<file path="src/rtl/conv_pkg.sv">
// rtl/conv_pkg.sv - shared state encoding and defaults for the convolution PE scheduler
package conv_pkg;

  typedef enum logic [2:0] {
    IDLE,
    ISSUE,
    DRAIN,
    WRITE,
    DONE
  } sched_state_t;

  localparam int PSUM_W_DEF = 32;
  localparam int ZERO_CNT_W = 16;

  // Output feature-map extent along one axis for a valid (unpadded) convolution
  function automatic int out_dim(input int img, input int k);
    return img - k + 1;
  endfunction

endpackage

</file>
<file path="src/rtl/conv_addr_gen.sv">
// rtl/conv_addr_gen.sv - output-pixel and kernel-tap counters with buffer address generation
module conv_addr_gen
  import conv_pkg::*;
#(
  parameter int IMG_W  = 8,
  parameter int IMG_H  = 8,
  parameter int K      = 3,
  parameter int ADDR_W = 8
) (
  input  logic              clk,
  input  logic              reset,
  input  logic              clear,
  input  logic              step_tap,
  input  logic              step_pixel,
  output logic [ADDR_W-1:0] ifmap_addr,
  output logic [ADDR_W-1:0] wt_addr,
  output logic [ADDR_W-1:0] ofmap_addr,
  output logic              last_tap,
  output logic              last_pixel
);

  localparam int OW = out_dim(IMG_W, K);
  localparam int OH = out_dim(IMG_H, K);

  localparam logic [ADDR_W-1:0] K_A      = ADDR_W'(K);
  localparam logic [ADDR_W-1:0] K_LAST   = ADDR_W'(K - 1);
  localparam logic [ADDR_W-1:0] IMG_W_A  = ADDR_W'(IMG_W);
  localparam logic [ADDR_W-1:0] OW_A     = ADDR_W'(OW);
  localparam logic [ADDR_W-1:0] OW_LAST  = ADDR_W'(OW - 1);
  localparam logic [ADDR_W-1:0] OH_LAST  = ADDR_W'(OH - 1);

  logic [ADDR_W-1:0] kx;
  logic [ADDR_W-1:0] ky;
  logic [ADDR_W-1:0] ox;
  logic [ADDR_W-1:0] oy;

  // Kernel tap walk: kx fastest, both wrap to 0 after the last tap so the next pixel starts clean
  always_ff @(posedge clk) begin
    if (reset || clear) begin
      kx <= '0;
      ky <= '0;
    end else if (step_tap) begin
      if (kx == K_LAST) begin
        kx <= '0;
        ky <= (ky == K_LAST) ? '0 : ky + 1'b1;
      end else begin
        kx <= kx + 1'b1;
      end
    end
  end

  // Output pixel walk in raster order: ox fastest, both wrap to 0 after the last pixel
  always_ff @(posedge clk) begin
    if (reset || clear) begin
      ox <= '0;
      oy <= '0;
    end else if (step_pixel) begin
      if (ox == OW_LAST) begin
        ox <= '0;
        oy <= (oy == OH_LAST) ? '0 : oy + 1'b1;
      end else begin
        ox <= ox + 1'b1;
      end
    end
  end

  assign ifmap_addr = (oy + ky) * IMG_W_A + (ox + kx);
  assign wt_addr    = ky * K_A + kx;
  assign ofmap_addr = oy * OW_A + ox;
  assign last_tap   = (kx == K_LAST) && (ky == K_LAST);
  assign last_pixel = (ox == OW_LAST) && (oy == OH_LAST);

endmodule

</file>
<file path="src/rtl/conv_pe_scheduler.sv">
// rtl/conv_pe_scheduler.sv - sequences one binary-MAC PE over a feature map; optional ZERO_SKIP_STATS_EN adds zero_tap_cnt
module conv_pe_scheduler
  import conv_pkg::*;
#(
  parameter int IMG_W  = 8,
  parameter int IMG_H  = 8,
  parameter int K      = 3,
  parameter int PSUM_W = PSUM_W_DEF,
  parameter int ADDR_W = 8
) (
  input  logic              clk,
  input  logic              reset,
  input  logic              start,
  output logic              busy,
  output logic              done,
  output logic [ADDR_W-1:0] ifmap_addr,
  input  logic              ifmap_rd_data,
  output logic [ADDR_W-1:0] wt_addr,
  input  logic              wt_rd_data,
  output logic [PSUM_W-1:0] pe_inpsum,
  output logic              pe_weight,
  output logic              pe_infmap,
  input  logic [PSUM_W-1:0] pe_outpsum,
  output logic              ofmap_valid,
  input  logic              ofmap_ready,
  output logic [ADDR_W-1:0] ofmap_addr,
  output logic [PSUM_W-1:0] ofmap_data
`ifdef ZERO_SKIP_STATS_EN
  ,
  output logic [ZERO_CNT_W-1:0] zero_tap_cnt
`endif
);

  sched_state_t state_q;
  sched_state_t state_d;

  logic [PSUM_W-1:0] psum_reg;
  logic              data_valid;
  logic              last_tap;
  logic              last_pixel;
  logic              step_tap;
  logic              step_pixel;
  logic              accept_start;
  logic              enter_issue;

  conv_addr_gen #(
    .IMG_W  (IMG_W),
    .IMG_H  (IMG_H),
    .K      (K),
    .ADDR_W (ADDR_W)
  ) u_addr_gen (
    .clk        (clk),
    .reset      (reset),
    .clear      (accept_start),
    .step_tap   (step_tap),
    .step_pixel (step_pixel),
    .ifmap_addr (ifmap_addr),
    .wt_addr    (wt_addr),
    .ofmap_addr (ofmap_addr),
    .last_tap   (last_tap),
    .last_pixel (last_pixel)
  );

  // State register
  always_ff @(posedge clk) begin
    if (reset) begin
      state_q <= IDLE;
    end else begin
      state_q <= state_d;
    end
  end

  // Next-state and control decode
  always_comb begin
    state_d      = state_q;
    busy         = 1'b0;
    done         = 1'b0;
    ofmap_valid  = 1'b0;
    step_tap     = 1'b0;
    step_pixel   = 1'b0;
    accept_start = 1'b0;
    enter_issue  = 1'b0;
    case (state_q)
      IDLE: begin
        if (start) begin
          accept_start = 1'b1;
          enter_issue  = 1'b1;
          state_d      = ISSUE;
        end
      end
      ISSUE: begin
        busy     = 1'b1;
        step_tap = 1'b1;
        if (last_tap) begin
          state_d = DRAIN;
        end
      end
      DRAIN: begin
        busy    = 1'b1;
        state_d = WRITE;
      end
      WRITE: begin
        busy        = 1'b1;
        ofmap_valid = 1'b1;
        if (ofmap_ready) begin
          step_pixel = 1'b1;
          if (last_pixel) begin
            state_d = DONE;
          end else begin
            enter_issue = 1'b1;
            state_d     = ISSUE;
          end
        end
      end
      DONE: begin
        done    = 1'b1;
        state_d = IDLE;
      end
      default: begin
        state_d = IDLE;
      end
    endcase
  end

  // Buffers answer one cycle after the address, so mark the returning-data cycle
  always_ff @(posedge clk) begin
    if (reset) begin
      data_valid <= 1'b0;
    end else begin
      data_valid <= (state_q == ISSUE);
    end
  end

  // Partial-sum chain; a zero ifmap bit holds the sum because the PE gates its output to 0
  always_ff @(posedge clk) begin
    if (reset) begin
      psum_reg <= '0;
    end else if (enter_issue) begin
      psum_reg <= '0;
    end else if (data_valid && ifmap_rd_data) begin
      psum_reg <= pe_outpsum;
    end
  end

`ifdef ZERO_SKIP_STATS_EN
  // Zero-tap statistics for the current pass, saturating
  always_ff @(posedge clk) begin
    if (reset) begin
      zero_tap_cnt <= '0;
    end else if (accept_start) begin
      zero_tap_cnt <= '0;
    end else if (data_valid && !ifmap_rd_data && (zero_tap_cnt != {ZERO_CNT_W{1'b1}})) begin
      zero_tap_cnt <= zero_tap_cnt + 1'b1;
    end
  end
`endif

  assign pe_inpsum  = psum_reg;
  assign pe_weight  = wt_rd_data;
  assign pe_infmap  = ifmap_rd_data;
  assign ofmap_data = psum_reg;

endmodule
</file>
<file path="config.mk">
export PLATFORM = sky130hd
export DESIGN_NAME = conv_pe_scheduler
export DESIGN_NICKNAME = d
export VERILOG_FILES = /design/src/rtl/conv_pkg.sv /design/src/rtl/conv_addr_gen.sv /design/src/rtl/conv_pe_scheduler.sv
export SDC_FILE = /design/constraint.sdc
export NUM_CORES = 1
export LEC_CHECK = 0
export CAP_MARGIN = 25
export CORE_ASPECT_RATIO = 1.4
export CORE_MARGIN = 4
export CORE_UTILIZATION = 44
export CTS_CLUSTER_DIAMETER = 50
export DETAILED_ROUTE_END_ITERATION = 7
export HOLD_SLACK_MARGIN = 0.05
export PLACE_DENSITY = 0.78
export SLEW_MARGIN = 20
export SYNTH_ARGS = -nofsm -noshare
export SYNTH_HDL_FRONTEND = slang
export SYNTH_SLANG_ARGS = --single-unit
export TNS_END_PERCENT = 5
</file>
<file path="constraint.sdc">
create_clock -name clk -period 3.3 [get_ports clk]
set_clock_uncertainty 0.15 [all_clocks]
set_input_delay 0.66 -clock clk [delete_from_list [all_inputs] [get_ports clk]]
set_output_delay 0.66 -clock clk [all_outputs]
set_load 0.01 [all_outputs]
</file>
# --- Yosys cells after proc, flatten, opt, wreduce, memory -nomap -nowiden ---
# Cells that the tools add are included.
totals:
  output_inout_bits: 93
  elab_cells: 59
  inputBits: 38
  ff_bits: 68
op_classes:
  n_eq_ne: 11
  n_reduce_logical: 10
  addsub: 9
  multipliers: 2
  muxes: 20
op_table:
  columns: ["cell", "n"]
  rows:
  - ["$add 8x1->8 const B", 4]
  - ["$add 8x8->8", 4]
  - ["$mux 8", 4]
  - ["$eq 8x2->1 const B", 2]
  - ["$eq 8x3->1 const B", 2]
  - ["$mux 3", 4]
  - ["$pmux 3 s4", 1]
  - ["$mux 1", 10]
  - ["$mul 8x2->7 const B", 1]
  - ["$mul 8x2->8 const B", 1]
  - ["$eq 3x2->1 const B", 2]
  - ["$ne 2x2->1 const B", 3]
  - ["$add 5x5->5", 1]
  - ["$reduce_and 2->1", 2]
  - ["$eq 3x1->1 const B", 1]
  - ["$eq 3x3->1 const B", 1]
  - ["$logic_and 1x1->1", 3]
  - ["$logic_not 3->1", 1]
  - ["$reduce_and 3->1", 1]
  - ["$reduce_or 3->1", 1]
  - ["$pmux 1 s2", 1]
  - ["$reduce_or 2->1", 1]
  - ["$logic_or 1x1->1", 1]

# --- Longest topological paths before layout ---
# Gate-level depths: netlist of the first run.
logic_depth:
  word_depth: 6
  ltp_mapped: 11

# --- Cells and area by module ---
# A second synthesis of the first run with hierarchy kept.
unflattened:
  hier_cells: 525
  area_unflattened_um2: 4569.4
by_module_without_submodules:
  columns: ["module", "n_inst", "seq_area_each_um2", "area_per_inst_um2", "cells_each"]
  rows:
  - ["conv_addr_gen", 1, 640.6, 2955.3, 323]
  - ["conv_pe_scheduler", 1, 720.7, 1614.0, 202]

# --- Worst setup path before layout of the first run ---
# OpenSTA, ideal clock, no wires.
synth_timing:
  kind: "flip-flop to output port"
  startpoint: "reg u_addr_gen.ky[0]"
  endpoint: "out ifmap_addr[7]"
  t_arrival_ps: 2534
  required_time_ps: 2490
  stages_incl_launch_ff: 12
  n_path_buf: 0
  setup_slack_ps: -44
  path_cell_list: "dfxtp_1 > ha_1 > fa_1 > inv_1 > fa_1 > inv_1 > ha_1 > inv_1 > nor2_1 > nor2_1 > o21ai_0 > xnor2_1"
synth_via:
  elab_chain_len: 2
synth_lines:
  columns: ["element", "line", "source"]
  rows:
  - ["start: declaration", "conv_addr_gen.sv:33", "logic [ADDR_W-1:0] ky;"]
  - ["start signal: assignment", "conv_addr_gen.sv:45", "ky <= (ky == K_LAST) ? '0 : ky + 1'b1;"]
  - ["$add 5x5->5", "conv_addr_gen.sv:67", "assign ifmap_addr = (oy + ky) * IMG_W_A + (ox + kx);"]
  - ["$add 8x8->8", "conv_addr_gen.sv:67", null]
  - ["end: declaration", "conv_pe_scheduler.sv:16", "output logic [ADDR_W-1:0] ifmap_addr,"]
# Every way passes these cells.

# --- Final worst setup path of the first run ---
# Ends and elaborated chain as after synthesis.

==> results of run 1 <==
power breakdown:
group | switching [mW] | total [mW] | internal [mW] | leakage, nW
clock network | 0.342 | 1.01 | 0.666 | 0.158
logic | 0.118 | 0.247 | 0.130 | 2.06
registers | 0.0182 | 0.856 | 0.838 | 0.551
total | 0.478 | 2.11 | 1.63 | 2.77
worst max-delay path: stages (launching register included):
cell	delay, ns
dfxtp_2	0.33
ha_4	0.16
fa_1	0.48
inv_1	0.06
fa_1	0.50
inv_2	0.05
ha_4	0.26
inv_2	0.03
nor2_1	0.08
nor2_1	0.07
o21ai_1	0.15
xnor2_1	0.13
buf_2	0.15
cell type report:
type	count	area (um2)
Multi-Input combinational cell	369	2810
Tap cell	135	169
Clock inverter	3	42.5
Fill cell	837	3600
Inverter	37	139
Clock buffer	13	280
Sequential cell	68	1370
Timing Repair Buffer	177	1600
sequential cells by signal, indices dropped and copies added, names as in the netlist:
register       count
u_addr_gen.oy      8
state_q            3
u_addr_gen.ky      8
u_addr_gen.kx      8
ofmap_data        32
u_addr_gen.ox      8
data_valid         1
how the worst max path moves through the flow:
stage,startpoint,endpoint,slack [ns],cells past startpoint
final,u_addr_gen.ky[0],ifmap_addr[7],-0.28,12
after floorplan,u_addr_gen.oy[0],ifmap_addr[7],0.02,11
after global placement,u_addr_gen.oy[0],ifmap_addr[7],-0.38,12
after global routing,u_addr_gen.ky[0],ifmap_addr[7],-0.38,12
after detailed placement,u_addr_gen.oy[0],ifmap_addr[7],-0.46,12
after CTS,u_addr_gen.ky[0],ifmap_addr[7],-0.29,12
layer usage:
metal / share of wire / vias to the layer above / global-route usage
met5: 0 / - / 0
met4: 0.021 / 0 / 0.0791
met3: 0.066 / 20 / 0.0346
met2: 0.53 / 138 / 0.363
met1: 0.39 / 1859 / 0.216
li1: - / 1967 / -
metrics by stage:
stage	util	setup slack (ns)	setup TNS (ns)
3_5_place_dp	0.599	-0.460	-3.17
6_report	0.640	-0.284	-1.21
4_1_cts	0.635	-0.288	-1.53
5_1_grt	0.640	-0.377	-2.35
2_1_floorplan	-	0.0202	0
3_3_place_gp	0.599	-0.384	-2.50
cells by family after synthesis:
logic type	Yosys count	share of synthesized area
muxes	1	0.00221
AOI/OAI and AO/OA	78	0.0989
and+or+nand+nor	172	0.184
adders and majority gates	64	0.202
buffers and inverters	87	0.109
xor gates and xnor gates	54	0.104
DFF	68	0.300
layout by cell type (no fill, tap or decap), types with 2 or more instances in the layout:
cell type        count
clkbuf_8             4
inv_2                3
dlygate4sd2_1        3
fa_2                 2
and4_1               2
nand4_1              8
fa_1                13
nand2_1             86
ha_1                43
buf_4               46
o21bai_1             3
nor2_2               2
o21ai_0              3
xnor2_1             39
buf_2               11
xor2_1              12
clkbuf_16            9
ha_4                 6
clkbuf_2             2
or3_1                2
xnor2_2              3
dfxtp_2              3
nor2_1              39
nor3_1               4
nor2b_1              2
a21oi_2              7
a21oi_1             46
inv_1               34
o21ai_1              3
buf_6                2
clkdlybuf4s50_1    112
nand3_1              6
a21o_1               9
dfxtp_1             64
and3_1               3
and2_1               3
what timing repair did:
action                                  CTS  global route
pin swaps                                17             7
resized for setup                        72            11
hold buffers                              0             0
hold endpoints to repair                  0             0
endpoints found under the setup margin   16            14
Yosys cell counts, drive strengths merged:
| cell | n | area (um2) |
|---|---|---|
| a2111oi | 1 | 8.76 |
| a211oi | 2 | 20.0 |
| a21boi | 1 | 7.51 |
| a21o | 9 | 67.6 |
| a21oi | 53 | 269 |
| a311o | 1 | 10.0 |
| and2 | 3 | 18.8 |
| and2b | 1 | 8.76 |
| and3 | 4 | 26.3 |
| and3b | 1 | 10.0 |
| and4 | 3 | 28.8 |
| and4b | 1 | 10.0 |
| buf | 43 | 328 |
| clkbuf | 7 | 26.3 |
| dfxtp | 68 | 1360 |
| fa | 15 | 300 |
| ha | 49 | 613 |
| inv | 37 | 139 |
| mux2i | 1 | 10.0 |
| nand2 | 86 | 323 |
| nand2b | 1 | 13.8 |
| nand3 | 7 | 40.0 |
| nand4 | 10 | 83.8 |
| nand4b | 1 | 8.76 |
| nor2 | 41 | 156 |
| nor2b | 2 | 12.5 |
| nor3 | 5 | 30.0 |
| nor3b | 1 | 18.8 |
| nor4 | 1 | 6.26 |
| nor4b | 2 | 23.8 |
| o21a | 1 | 7.51 |
| o21ai | 7 | 35.0 |
| o21bai | 3 | 22.5 |
| or3 | 2 | 12.5 |
| xnor2 | 42 | 368 |
| xor2 | 12 | 105 |
==> metrics.txt, run 1 <==
status=complete, but fails checks; failing checks=negative setup slack; Mapped Nets=626; Hold/Removal Path Class=reg2reg; leakage=2.77 nW; final hold violation count=0; CTS clk-pin slew, worst paths=0.06 ns; vias in the first global route=3984; min Tclk post-route=3.58 ns; port bufs=128; Die H=128 um; DR vias=3984; Worst Max-Slew Pin Slew=0.524 ns; Avg WL per Cell=14.5 um; CTS max path bufs=2; initial drt markers=165; H-Tree Depth=3; share of cells above drive strength 1=0.177; hold path start=ofmap_data[7]; WHS Endpoint=ofmap_data[7]; WHS Path Cells=2; antenna violations before repair=0; dpl cells=785; Finished Layout Cells=802; Seq cells post-synth=68; n_diodes=0; Reg2Reg Capture Point=u_addr_gen.oy[4]; gpl congestion=0.845; cell count after synthesis=524; maxcap violations=0; # rows=43; core area=0.0100 mm2; worst-case hold slack=0.317 ns; total power=2.11 mW; final WL=11700 um; Final nets=764; Avg Inst Size Synth=8.65 um2; Post-Syn Area=0.00453 mm2; r2r worst-path depth=8; postcts setup bufs=0; Peak VDD IR=0.000258 V; final worst slack=-0.284 ns; Ys Warns=0; initial core utilization=0.453; Slew HR=0.645; area grow syn2layout=41.3%; RSZ-0062 raised after global routing=true; Num CTS Buffers=9; dpl hpwl=9110 um; post-place instance area=0.00599 mm2; post-synthesis sequential area ratio=0.300; WP data arrival=2.77 ns; Distinct cells, synth=49; clk_lat worst skew=0.33 ns; final worst path period share=1.09; Setup-failing EPs final=9; CTS tree=yes; first-pass GRT wire length=18700 um; final design area excluding fillers=0.00640 mm2; critical path type=reg2out; total track usage=0.196; Root Buffer=clkbuf_16; R2R setup slack=1.07 ns; Die X=93.8 um; post-route ant nets=0; power per cell area=330 mW/mm2; GRT overflow=0; Worst EP required=2.49 ns; Pre-antenna DRT Iters=4; die area=0.0120 mm2; pins over their slew limit=0; drt via density=4.97; drc violations=0; Worst setup SP type=flip-flop; Worst R2R Start=u_addr_gen.ox[1]; Top-Level Pins=131; largest fanout on the critical path=2; Num Clock Sinks=68; largest net degree at the start of global routing=33; type of element capturing the critical path=primary output; f_max=279 MHz
(Power assumes the default switching activity.)
==> run 2: changes to the inputs <==
- GPL_TIMING_DRIVEN: default -> 0
==> run 2 against run 1 <==
Effect of this change:
- the run still ends with negative setup slack left
- non-clock buffer count increased by 11
- clock power is 5% lower
- cell area up 1.2%
- worst setup slack worse by 0.050 ns
- clock-buffer cell count fell by 2
- power fell by 1.8%
- first-iteration DRC count up 6.1%
- register-to-register slack better by 0.06 ns
- critical path type unchanged
- critical endpoint unchanged
- largest cell class unchanged
==> metrics.txt, run 2 (synthesized netlist as in run 1, its figures left out) <==
status=complete, but fails checks; failing checks=negative setup slack; post-route ant nets=0 (unchanged); Worst R2R Start=u_addr_gen.oy[0]; Final nets=775 (+1.4%); Fillers=824 (-1.6%); WHS Path Cells=2 (unchanged); final hold violation count=0 (unchanged); first-pass GRT wire length=19100 um (+1.6%); commonest non-fill, non-tap cell in the layout=clkdlybuf4s50_1; R2R setup slack=1.13 ns (+0.06 ns); drc violations=0 (unchanged); maxcap violations=0 (unchanged); CTS max path bufs=2 (unchanged); Worst Max-Slew Pin Slew=0.509 ns (-0.0153 ns); min Tclk post-route=3.63 ns (+0.0498 ns); vias in the first global route=4066 (+2.1%); Peak VDD IR=0.000276 V (+7.1%); Die X=93.8 um (unchanged); core area=0.0100 mm2 (unchanged); Worst EP required=2.49 ns (about the same); total power=2.07 mW (-1.8%); Num Clock Sinks=68 (unchanged); Reg2Reg Capture Point=ofmap_data[16]; crit-path cells=ha_4 > fa_1 > inv_2 > fa_1 > inv_2 > ha_4 > inv_2 > nor2_2 > nor2_2 > o21ai_2 > xnor2_1 > buf_2; final WL=11700 um (+0.11%); initial core utilization=0.453 (unchanged); Slew HR=0.660 (+0.0148); GRT overflow=0 (unchanged); power per cell area=320 mW/mm2 (-2.9%); hold path start=ofmap_data[24]; dpl cells=788 (+0.38%); CP top delay family=adder cells; largest net degree at the start of global routing=12 (-64%); WP data arrival=2.82 ns (+0.05 ns); CTS tree=yes; post-place instance area=0.00599 mm2 (unchanged); final design area excluding fillers=0.00648 mm2 (+1.2%); pins over their slew limit=0 (unchanged); port bufs=129 (+0.78%); Num CTS Buffers=9 (unchanged); dpl hpwl=9010 um (-1.2%); Hold/Removal Path Class=reg2reg; f_max=275 MHz (-1.4%); CTS clk-pin slew, worst paths=0.05 ns (about the same); RSZ-0062 raised after global routing=true; # rows=43 (unchanged); Finished Layout Cells=813 (+1.4%); gpl congestion=0.835 (-1.2%); final worst slack=-0.334 ns (-0.0498 ns); Root Buffer=clkbuf_16; H-Tree Depth=3 (unchanged); Die H=128 um (unchanged); slowest cell on the critical path=fa_1; die area=0.0120 mm2 (unchanged); Setup-failing EPs final=9 (unchanged); drt via density=4.92 (-0.93%); most frequent cells in the layout=clkdlybuf4s50_1, nand2_1, dfxtp_1; share of cells above drive strength 1=0.198 (+0.0207); leakage=2.81 nW (+1.5%); r2r worst-path depth=9 (+1); total track usage=0.198 (+0.00278); crit-path max cell delay=0.52 ns (+0.02 ns); area grow syn2layout=42.9%; max reg flops=32 (unchanged); clk_lat worst skew=0.32 ns (about the same); Buf+Inv Stages, Crit Path=4 (unchanged); Top-Level Pins=131 (unchanged); WHS Endpoint=ofmap_data[24]; Worst setup SP type=flip-flop; Pre-antenna DRT Iters=4 (unchanged); critical path type=reg2out; antenna violations before repair=0 (unchanged); n_diodes=0 (unchanged); largest fanout on the critical path=3 (+1); type of element capturing the critical path=primary output; DR vias=4001 (+0.43%); final worst path period share=1.10 (+0.0151); initial drt markers=175 (+6.1%); crit-path most repeated cell=inv_2; Avg WL per Cell=14.4 um (-1.2%)
-- run 2: cell types whose count changed in the layout (fill, tap and decap cells not counted), sizes merged --
cell           change
clkinv             +3
clkdlybuf4s15      +1
clkdlybuf4s50      +1
dlygate4sd2        -2
clkinvlp           -1
dlymetal6s2s       +1
clkbuf             +7
buf                +1
-- run 2: stage by stage --
step           setup TNS, ns   util  hold WS (ns)  setup WS (ns)
6_report               -1.68  0.647         0.319         -0.334
5_1_grt                -2.87  0.647         0.339         -0.479
4_1_cts                -1.41  0.636         0.323         -0.426
3_5_place_dp           -3.59  0.599         0.315         -0.622
3_3_place_gp           -3.45  0.599         0.311         -0.610
2_1_floorplan              0      -         0.330         0.0202
-- run 2: worst max-delay path by stage --
stage                          start            end  slack (ns)  depth (start not counted)
floorplan           u_addr_gen.oy[0]  ifmap_addr[7]        0.02                         11
global placement    u_addr_gen.ky[1]  ifmap_addr[7]       -0.61                         11
detailed placement  u_addr_gen.ky[1]  ifmap_addr[7]       -0.62                         11
CTS                 u_addr_gen.ky[0]  ifmap_addr[7]       -0.43                         12
global route        u_addr_gen.oy[1]  ifmap_addr[7]       -0.48                         11
finish              u_addr_gen.ky[0]  ifmap_addr[7]       -0.33                         12
-- run 2: cell type report --
cell class | count | area, um2 | area share
clock buffers | 11 | 253 | 0.0390
repair buffers | 138 | 1300 | 0.200
well taps | 135 | 169 | 0.0261
plain buffers | 50 | 354 | 0.0547
clock inverters | 5 | 50.0 | 0.00773
flip-flops and latches | 68 | 1390 | 0.214
inverters | 37 | 139 | 0.0214
multi-input cells | 369 | 2830 | 0.437
-- run 2: metal layers --
| metal | wire [um] | GRT usage | up-vias |
|---|---|---|---|
| li1 | - | - | 1980 |
| met4 | 286 | 0.0782 | 0 |
| met2 | 6010 | 0.363 | 129 |
| met1 | 4670 | 0.221 | 1872 |
| met3 | 713 | 0.0411 | 20 |
| met5 | 0 | 0 | - |
-- run 2: repair_timing --
item	CTS	global route
setup buffers	3	6
hold buffers	0	0
cloned	0	0
resized for setup	71	28
endpoints found under the setup margin	16	12
pin swaps	9	13
-- run 2: tightest hold or removal path, cell delays in order, from the launching register on --
cell and delay, ns:
dfxtp_1 0.32, nand2_1 0.05, a21oi_1 0.05
-- run 2: power breakdown --
group	switching, mW	internal [mW]
Sequential	0.0247	0.836
Clock	0.336	0.620
Combinational	0.117	0.140
Total	0.478	1.60
